`src/rtl/ecc_pkg.sv`:
```
// Shared types and constants for the GF(2^163) ALU writeback path.
package ecc_pkg;

  localparam int unsigned W      = 163;
  localparam int unsigned NDEST  = 5;
  localparam int unsigned DEST_W = 3;

  localparam logic [DEST_W-1:0] DEST_XA = 3'd0;
  localparam logic [DEST_W-1:0] DEST_XB = 3'd1;
  localparam logic [DEST_W-1:0] DEST_ZA = 3'd2;
  localparam logic [DEST_W-1:0] DEST_ZB = 3'd3;
  localparam logic [DEST_W-1:0] DEST_ZC = 3'd4;

  typedef enum logic [1:0] {
    ST_IDLE   = 2'd0,
    ST_ACTIVE = 2'd1,
    ST_DRAIN  = 2'd2
  } state_t;

  typedef struct packed {
    logic [DEST_W-1:0] dest;
    logic [W-1:0]      data;
  } wb_beat_t;

  // One-hot scoreboard mask {ZC,ZB,ZA,XB,XA}; illegal codes map to zero
  function automatic logic [NDEST-1:0] dest_mask(input logic [DEST_W-1:0] dest);
    logic [NDEST-1:0] mask;
    mask = '0;
    case (dest)
      DEST_XA: mask = 5'b00001;
      DEST_XB: mask = 5'b00010;
      DEST_ZA: mask = 5'b00100;
      DEST_ZB: mask = 5'b01000;
      DEST_ZC: mask = 5'b10000;
      default: mask = '0;
    endcase
    return mask;
  endfunction

endpackage

```
`src/rtl/ecc_wb_scoreboard.sv`:
```
// Pending-write scoreboard: one bit per operand register, set on issue and
// cleared on writeback, with hazard detection feeding the sticky error flag.
module ecc_wb_scoreboard
  import ecc_pkg::*;
(
  input  logic              clk,
  input  logic              rst_n,
  input  logic              clear,
  input  logic              active,
  input  logic              iss_valid,
  input  logic [DEST_W-1:0] iss_dest,
  input  logic              wb_fire,
  input  logic [DEST_W-1:0] wb_dest,
  output logic [NDEST-1:0]  pending,
  output logic              hazard_err_c
);

  logic [NDEST-1:0] iss_mask;
  logic [NDEST-1:0] wb_mask;
  logic             iss_blocked;
  logic [NDEST-1:0] pending_nxt;

  // Issue is legal only in ACTIVE to a legal dest that is free or retiring this edge
  always_comb begin
    iss_mask     = dest_mask(iss_dest);
    wb_mask      = wb_fire ? dest_mask(wb_dest) : '0;
    iss_blocked  = !active || (iss_mask == '0) || ((pending & iss_mask & ~wb_mask) != '0);
    hazard_err_c = (iss_valid && iss_blocked) ||
                   (wb_fire && ((wb_mask == '0) || ((pending & wb_mask) == '0)));
    pending_nxt  = (pending & ~wb_mask) | ((iss_valid && !iss_blocked) ? iss_mask : '0);
  end

  // Scoreboard register, wiped by a ladder init
  always_ff @(posedge clk or negedge rst_n) begin
    if (!rst_n) begin
      pending <= '0;
    end else if (clear) begin
      pending <= '0;
    end else begin
      pending <= pending_nxt;
    end
  end

endmodule

```
`src/rtl/alu_out_wb.sv`:
```
// Return path of the GF(2^163) ALU: accepts results and writes the ladder
// operand registers, with ladder swap, pending scoreboard and writeback count.
// Optional feature macro: ECC_WB_PARITY_EN (per-register even parity checking).
module alu_out_wb
  import ecc_pkg::*;
#(
  parameter int unsigned CNT_W = 16
) (
  input  logic              clk,
  input  logic              rst_n,
  input  logic              init_valid,
  input  logic [W-1:0]      init_x,
  input  logic              iss_valid,
  input  logic [DEST_W-1:0] iss_dest,
  input  logic              wb_valid,
  output logic              wb_ready,
  input  logic [DEST_W-1:0] wb_dest,
  input  logic [W-1:0]      wb_data,
  input  logic              swap_req,
  output logic              swap_ack,
  input  logic              finish_req,
  output logic              done,
  output logic [W-1:0]      xa,
  output logic [W-1:0]      xb,
  output logic [W-1:0]      za,
  output logic [W-1:0]      zb,
  output logic [W-1:0]      zc,
  output logic [NDEST-1:0]  pending,
  output logic [CNT_W-1:0]  wb_count,
  output logic              err
);

  state_t   state;
  state_t   state_nxt;
  wb_beat_t beat;
  logic     wb_fire;
  logic     init_fire;
  logic     active;
  logic     drain_done;
  logic     init_err;
  logic     sb_err_c;
  logic     parity_err_c;

  assign beat    = '{dest: wb_dest, data: wb_data};
  assign wb_fire = wb_valid && wb_ready;

  // State register
  always_ff @(posedge clk or negedge rst_n) begin
    if (!rst_n) begin
      state <= ST_IDLE;
    end else begin
      state <= state_nxt;
    end
  end

  // Next-state: IDLE -> ACTIVE on init, ACTIVE -> DRAIN on finish, DRAIN -> IDLE when empty
  always_comb begin
    state_nxt = state;
    case (state)
      ST_IDLE:   if (init_valid) state_nxt = ST_ACTIVE;
      ST_ACTIVE: if (finish_req) state_nxt = ST_DRAIN;
      ST_DRAIN:  if (pending == '0) state_nxt = ST_IDLE;
      default:   state_nxt = ST_IDLE;
    endcase
  end

  // Per-state handshake, swap grant and event decode
  always_comb begin
    wb_ready   = 1'b0;
    swap_ack   = 1'b0;
    init_fire  = 1'b0;
    active     = 1'b0;
    drain_done = 1'b0;
    init_err   = 1'b0;
    case (state)
      ST_IDLE: begin
        init_fire = init_valid;
      end
      ST_ACTIVE: begin
        active   = 1'b1;
        swap_ack = swap_req && (pending[3:0] == 4'b0000);
        wb_ready = !swap_ack;
        init_err = init_valid;
      end
      ST_DRAIN: begin
        wb_ready   = 1'b1;
        drain_done = (pending == '0);
        init_err   = init_valid;
      end
      default: ;
    endcase
  end

  ecc_wb_scoreboard u_scoreboard (
    .clk          (clk),
    .rst_n        (rst_n),
    .clear        (init_fire),
    .active       (active),
    .iss_valid    (iss_valid),
    .iss_dest     (iss_dest),
    .wb_fire      (wb_fire),
    .wb_dest      (beat.dest),
    .pending      (pending),
    .hazard_err_c (sb_err_c)
  );

  // Operand registers: init load, ladder swap, or accepted writeback
  always_ff @(posedge clk or negedge rst_n) begin
    if (!rst_n) begin
      xa <= '0;
      xb <= '0;
      za <= '0;
      zb <= '0;
      zc <= '0;
    end else if (init_fire) begin
      xa <= init_x;
      xb <= '0;
      za <= W'(1);
      zb <= '0;
      zc <= '0;
    end else if (swap_ack) begin
      xa <= xb;
      xb <= xa;
      za <= zb;
      zb <= za;
    end else if (wb_fire) begin
      case (beat.dest)
        DEST_XA: xa <= beat.data;
        DEST_XB: xb <= beat.data;
        DEST_ZA: za <= beat.data;
        DEST_ZB: zb <= beat.data;
        DEST_ZC: zc <= beat.data;
        default: ;
      endcase
    end
  end

`ifdef ECC_WB_PARITY_EN
  logic [NDEST-1:0] par;

  // Even parity bit per register {ZC,ZB,ZA,XB,XA}, follows every register update
  always_ff @(posedge clk or negedge rst_n) begin
    if (!rst_n) begin
      par <= '0;
    end else if (init_fire) begin
      par <= {1'b0, 1'b0, 1'b1, 1'b0, ^init_x};
    end else if (swap_ack) begin
      par <= {par[4], par[2], par[3], par[0], par[1]};
    end else if (wb_fire) begin
      case (beat.dest)
        DEST_XA: par[0] <= ^beat.data;
        DEST_XB: par[1] <= ^beat.data;
        DEST_ZA: par[2] <= ^beat.data;
        DEST_ZB: par[3] <= ^beat.data;
        DEST_ZC: par[4] <= ^beat.data;
        default: ;
      endcase
    end
  end

  assign parity_err_c = ((^xa) != par[0]) || ((^xb) != par[1]) || ((^za) != par[2]) ||
                        ((^zb) != par[3]) || ((^zc) != par[4]);
`else
  assign parity_err_c = 1'b0;
`endif

  // Saturating writeback counter, restarted by init
  always_ff @(posedge clk or negedge rst_n) begin
    if (!rst_n) begin
      wb_count <= '0;
    end else if (init_fire) begin
      wb_count <= '0;
    end else if (wb_fire && (wb_count != '1)) begin
      wb_count <= wb_count + CNT_W'(1);
    end
  end

  // Sticky error flag and drain-complete pulse
  always_ff @(posedge clk or negedge rst_n) begin
    if (!rst_n) begin
      err  <= 1'b0;
      done <= 1'b0;
    end else begin
      done <= drain_done;
      if (init_fire) begin
        err <= 1'b0;
      end else if (sb_err_c || init_err || parity_err_c) begin
        err <= 1'b1;
      end
    end
  end

endmodule

```
`config.mk`:
```
export PLATFORM = sky130hd
export DESIGN_NAME = alu_out_wb
export DESIGN_NICKNAME = d
export VERILOG_FILES = /design/src/rtl/ecc_pkg.sv /design/src/rtl/ecc_wb_scoreboard.sv /design/src/rtl/alu_out_wb.sv
export SDC_FILE = /design/constraint.sdc
export NUM_CORES = 2
export LEC_CHECK = 0
export CORE_AREA = 2 2 465 467
export CTS_CLUSTER_SIZE = 40
export DETAILED_ROUTE_END_ITERATION = 10
export DIE_AREA = 0 0 467 469
export GPL_TIMING_DRIVEN = 0
export REMOVE_ABC_BUFFERS = 1
export SYNTH_ARGS = -nofsm -noshare
export SYNTH_HDL_FRONTEND = slang
export SYNTH_HIERARCHICAL = 1
export SYNTH_SLANG_ARGS = --single-unit
```
`constraint.sdc`:
```
create_clock -name clk -period 6.5 [get_ports clk]
set_clock_uncertainty 0.1 [all_clocks]
set_input_delay 1.95 -clock clk [delete_from_list [all_inputs] [get_ports clk]]
set_output_delay 1.95 -clock clk [all_outputs]
set_load 0.05 [all_outputs]
```
After elaboration in Yosys (flattened, before gate mapping)

Index checks and enable logic that the tools add are counted.

Register bits: 840
Bits in latches: 0
RAM bits: 0
Bits in read-only memories: 0
Input bits: 339
Output and inout bits: 840
Logic and storage cells: 110
Memories: 0

Add/sub/neg operators: 1
Multiply operators: 0
Divide/modulo/power cells: 0
$lt $le $gt $ge: 0
Equality and inequality tests: 15
Shift operators: 0
Muxes and demuxes: 39
Bitwise operators: 6
Reductions and logical operators: 39

Operators with widths:

| cell                    | number |
|---|---|
| $mux W163               | 20 |
| $pmux W5 S5             | 2 |
| $mux W16                | 2 |
| $and A5 B5 Y5           | 4 |
| $logic_not A5 Y1        | 4 |
| $add A16 B1 Y16 const B | 1 |
| $ne A16 B16 Y1 const B  | 1 |
| $mux W5                 | 3 |
| $reduce_bool A3 Y1      | 5 |
| $eq A3 B2 Y1 const B    | 4 |
| $reduce_and A2 Y1       | 4 |
| $reduce_bool A2 Y1      | 4 |
| $mux W1                 | 7 |
| $eq A3 B1 Y1 const B    | 2 |
| $eq A3 B3 Y1 const B    | 2 |
| $logic_and A1 B1 Y1     | 6 |
| $logic_not A3 Y1        | 2 |
| $mux W2                 | 3 |
| $ne A2 B2 Y1 const B    | 3 |
| $pmux W2 S3             | 1 |
| $reduce_and A3 Y1       | 2 |
| $logic_or A1 B1 Y1      | 5 |
| $not A5 Y5              | 1 |
| $or A5 B5 Y5            | 1 |
| other kinds (9)         | 11 |

Logic depth before layout (Yosys ltp)

Depth after elaboration: 15
Mapped depth: 11
Gate-level depth less buffers: 10

Modules after synthesis

The synthesis kept the hierarchy.

Modules (own cells, without submodules):

| module            | times used | cells an instance | area each (um^2) | sequential area each (um^2) |
|---|---|---|---|---|
| alu_out_wb        | 1          | 4289              | 38024.0          | 20895.0 |
| ecc_wb_scoreboard | 1          | 45                | 401.6            | 125.1 |

Worst setup path before layout

No wires, ideal clock.

Path kind: input port to output port
From: in swap_req
To: out swap_ack
Data arrival time: 3.230 ns
Data required time: 4.450 ns
Path slack: 1.220 ns
Stages on the path: 5
Path buffers: 2
Cells stage by stage: nor3b_4 -> nand2_1 -> inv_2 -> buf_2 -> clkbuf_1

Cells in the longest elaborated chain, start to end: 2

RTL lines:

| item                | line             | text |
|---|---|---|
| start, declared     | alu_out_wb.sv:19 | `input logic swap_req,` |
| $logic_and A1 B1 Y1 | alu_out_wb.sv:81 | `swap_ack = swap_req && (pending[3:0] == 4'b0000);` |
| $mux W1             | alu_out_wb.sv:75 | `case (state)` |
| end, declared       | alu_out_wb.sv:20 | `output logic swap_ack,` |

Every way passes these cells.

Final worst setup path

Ends and elaborated chain as after synthesis.

==> run metrics <==
ys flop type=dfrtp_1; Seq pwr share=a little over a quarter; async set or reset register ratio after synthesis=between 90% and 100%; Die Wd=467 microns; leakage=22.4 nW; ANT nets after route=0; initial antenna violation count=15; Remaining DRCs=0; CTS Root Cell=clkbuf_16; Final Hold Vio Count=0; Cell Area, Placed=53800 sq um; Post-synth EDFFs=0; Worst Hold Depth=2; DRT Pass-1 Iters=5; H-tree depth=3; grt peak-use layer=met2; RR Startpoint=state[1]; Clk pwr share=18.8%; Power Density=570 nW/um^2; share of cells above drive strength 1=5.15%; Core Rows=170; CTS tree=yes; die area=roughly 220000 sq um; vias=39900; gpl congestion=slightly below 0.9; Post-CTS Hold Buffers=0; GRT Resource Usage Total=18.0%; Worst setup EP type=output port; Sink Count=840; Yosys Warn Count=6; worst-case vdd ir drop=340 uV; final setup violation count=0; fin crit period=6.40 ns; largest net degree at the start of global routing=roughly 110; met3 Usage GRT=6.49%; Sw Share=50.7%; final net count=5639; die height=~470 microns; wire per inst=around 25 microns; IO Pins=about 1200; Initial DRC Count=3655; clock buffer depth=3; Final Cell Area=about 58000 sq um; internal cell power=16.2 mW; CP arrival=4.35 ns; initial core utilization=roughly 18%; run status=completed; fin cells=around 8000; post-DR vias/cell=about 4.8; RSZ-0062 raised after global routing=false; Worst Reg-to-Reg Cells=10; Worst Tran Pin Value=1.08 ns; Post-Syn Area=38400 sq um; switching pwr=16.7 mW; Setup crit start kind=primary input; input/output buffers=between 1000 and 1500; Core ar.=about 210000 sq um; capturing point of the worst reg2reg path=xa[59]; worst skew pair latency=0.77 ns; first-pass GRT wire length=293000 microns; Final Max Tran Viols=0; worst reg-to-reg setup slack=2.45 ns; dpl hpwl=145000 microns; hold endpoint=zc[71]; CP Max Fanout=54; final period utilization=98.5%; worst setup margin=0.0960 ns; total gr overflow=0; critical path type=primary input to output port; pre-CTS worst setup slack=-1.68 ns; Fillers=22600; average size of a mapped cell=8.87 sq um; met2 GRT Util=27.6%; Min-Delay Startpoint=zc[71]; Reg clk slew, reported paths=0.05 ns; f_max=0.156 GHz; area delta synth->final=50.1%; drt total wl=just over 200000 microns; post-synthesis cell type count=between 50 and 60; worst path required time=4.45 ns; placed insts=~8000; register area share after synthesis=about 55%; Hold Path Class=flip-flop to flip-flop; vias in the first global route=between 30000 and 40000; cells after synthesis=4334; combinational group share of total power=54.8%; #FFs+latches synth=840; Slew headroom=28.0%; CTS Buf Count=105; maxcap violations=0; grt met1 use=23.2%
==> cell families (layout without fill, tap and decap cells) <==
kind of cell	count (synthesis)	count (layout)	synth area share, %
AO/OA/AOI/OAI	1831	1831	25.2
AND/OR/NAND/NOR	1078	1080	11.1
flip-flops	840	840	54.7
buffers and inverters	407	1453	4.40
XOR/XNOR	6	6	0.137
multiplexers	166	166	4.33
adder cells (fa/ha/maj)	6	6	0.195
other	0	8	0
==> metrics by stage <==
step                hold WS (ns)  TNS [ns]  total power [mW]  util [%]
floorplan                  0.406         -              19.8         -
global placement           0.403         -              27.2      24.4
detailed placement         0.415     -1.68              26.5      25.2
CTS                        0.423         0              33.0      26.9
global route               0.437         0              34.4      27.0
finish                     0.420         0              32.9      27.0
==> cell usage after synthesis, drive strengths merged (3+ instances only) <==
library cell | number | area (sq um)
mux2 | 3 | 33.8
a31oi | 169 | 1060
o22ai | 166 | 1040
ha | 6 | 75.1
dfrtp | 840 | 21000
clkbuf | 253 | 950
nor2 | 13 | 51.3
nand3 | 6 | 30.0
and4 | 3 | 26.3
nor3 | 9 | 45.0
nor2b | 3 | 18.8
and3 | 8 | 50.1
inv | 12 | 45.0
a21oi | 983 | 4920
buf | 142 | 696
nor3b | 3 | 33.8
mux2i | 163 | 1630
a211oi | 8 | 70.1
or3 | 6 | 37.5
o21ai | 494 | 2470
nand4 | 8 | 50.1
xnor2 | 4 | 35.0
nand2 | 1001 | 3760
==> sequential cells by signal, summed over array words and instances, names as in the netlist <==
| register | count |
|---|---|
| xb | 163 |
| state | 2 |
| za | 163 |
| zb | 163 |
| xa | 163 |
| u_scoreboard/pending | 5 |
| done | 1 |
| wb_count | 16 |
| err | 1 |
| zc | 163 |
==> how the worst max path moves through the flow <==
stage,startpoint,end,cells after the start
after detailed placement,swap_req,swap_ack,8
after floorplan,swap_req,swap_ack,3
final,swap_req,swap_ack,8
after global placement,swap_req,swap_ack,5
after CTS,swap_req,swap_ack,8
after global routing,swap_req,swap_ack,8
==> metal layers <==
metal | share of wire (%) | vias to the layer above
met3 | 11 | 333
li1 | - | 17200
met2 | 45 | 2109
met4 | 3.7 | 4
met1 | 41 | 20200
met5 | 0.012 | -
==> area by class of cell <==
cell class                      instances  area [sq um]  area share [%]
Antenna cell                            8          20.0          0.0347
Clock buffer                          153          3090            5.36
Clock inverter                         42           541           0.937
Inverter                               12          78.8           0.137
Multi-Input combinational cell       3089         15800            27.5
Sequential cell                       840         21000            36.5
Tap cell                             2838          3550            6.16
Timing Repair Buffer                 1244         13500            23.4
Timing Repair inverter                  2          17.5          0.0304
==> critical path: stages <==
cell and delay (ns):
clkdlybuf4s50_1 0.53, nor3b_4 0.34, nand2_8 0.21, buf_16 0.26
clkinv_16 0.20, buf_16 0.22, buf_16 0.21, buf_4 0.22
==> cell usage in the layout (no fill, tap or decap), types with 3 or more instances in the layout <==
cell	n
clkdlybuf4s50_1	1176
nand2_1	996
a21oi_1	982
dfrtp_1	840
o21ai_0	494
a31oi_1	169
o22ai_1	166
mux2i_1	163
clkbuf_16	106
buf_16	50
clkbuf_8	28
clkbuf_1	20
clkinv_2	16
nor2_1	12
inv_1	10
nor3_1	9
diode_2	8
nand4_1	8
clkinvlp_4	8
buf_12	8
and3_1	6
a211oi_1	6
or3_1	6
ha_1	6
bufinv_16	6
nand2_4	5
clkinv_16	5
inv_6	5
nand3_1	4
xnor2_1	4
bufbuf_16	4
buf_4	4
mux2_2	3
nor2b_1	3
and4_1	3
==> power groups by stage <==
stage	logic (mW)	clock network (mW)	registers [mW]
2_1_floorplan	5.05	0	14.7
3_3_place_gp	18.3	0	8.92
3_5_place_dp	17.8	0	8.63
4_1_cts	18.0	6.36	8.58
5_1_grt	18.9	6.57	8.86
6_report	18.0	6.19	8.64
==> repair_timing <==
action,4_1_cts,5_1_grt
resized for setup,10,1
buffers inserted,2,1
cloned,8,1
setup endpoints to repair,1,1
(Power assumes the default switching activity.)
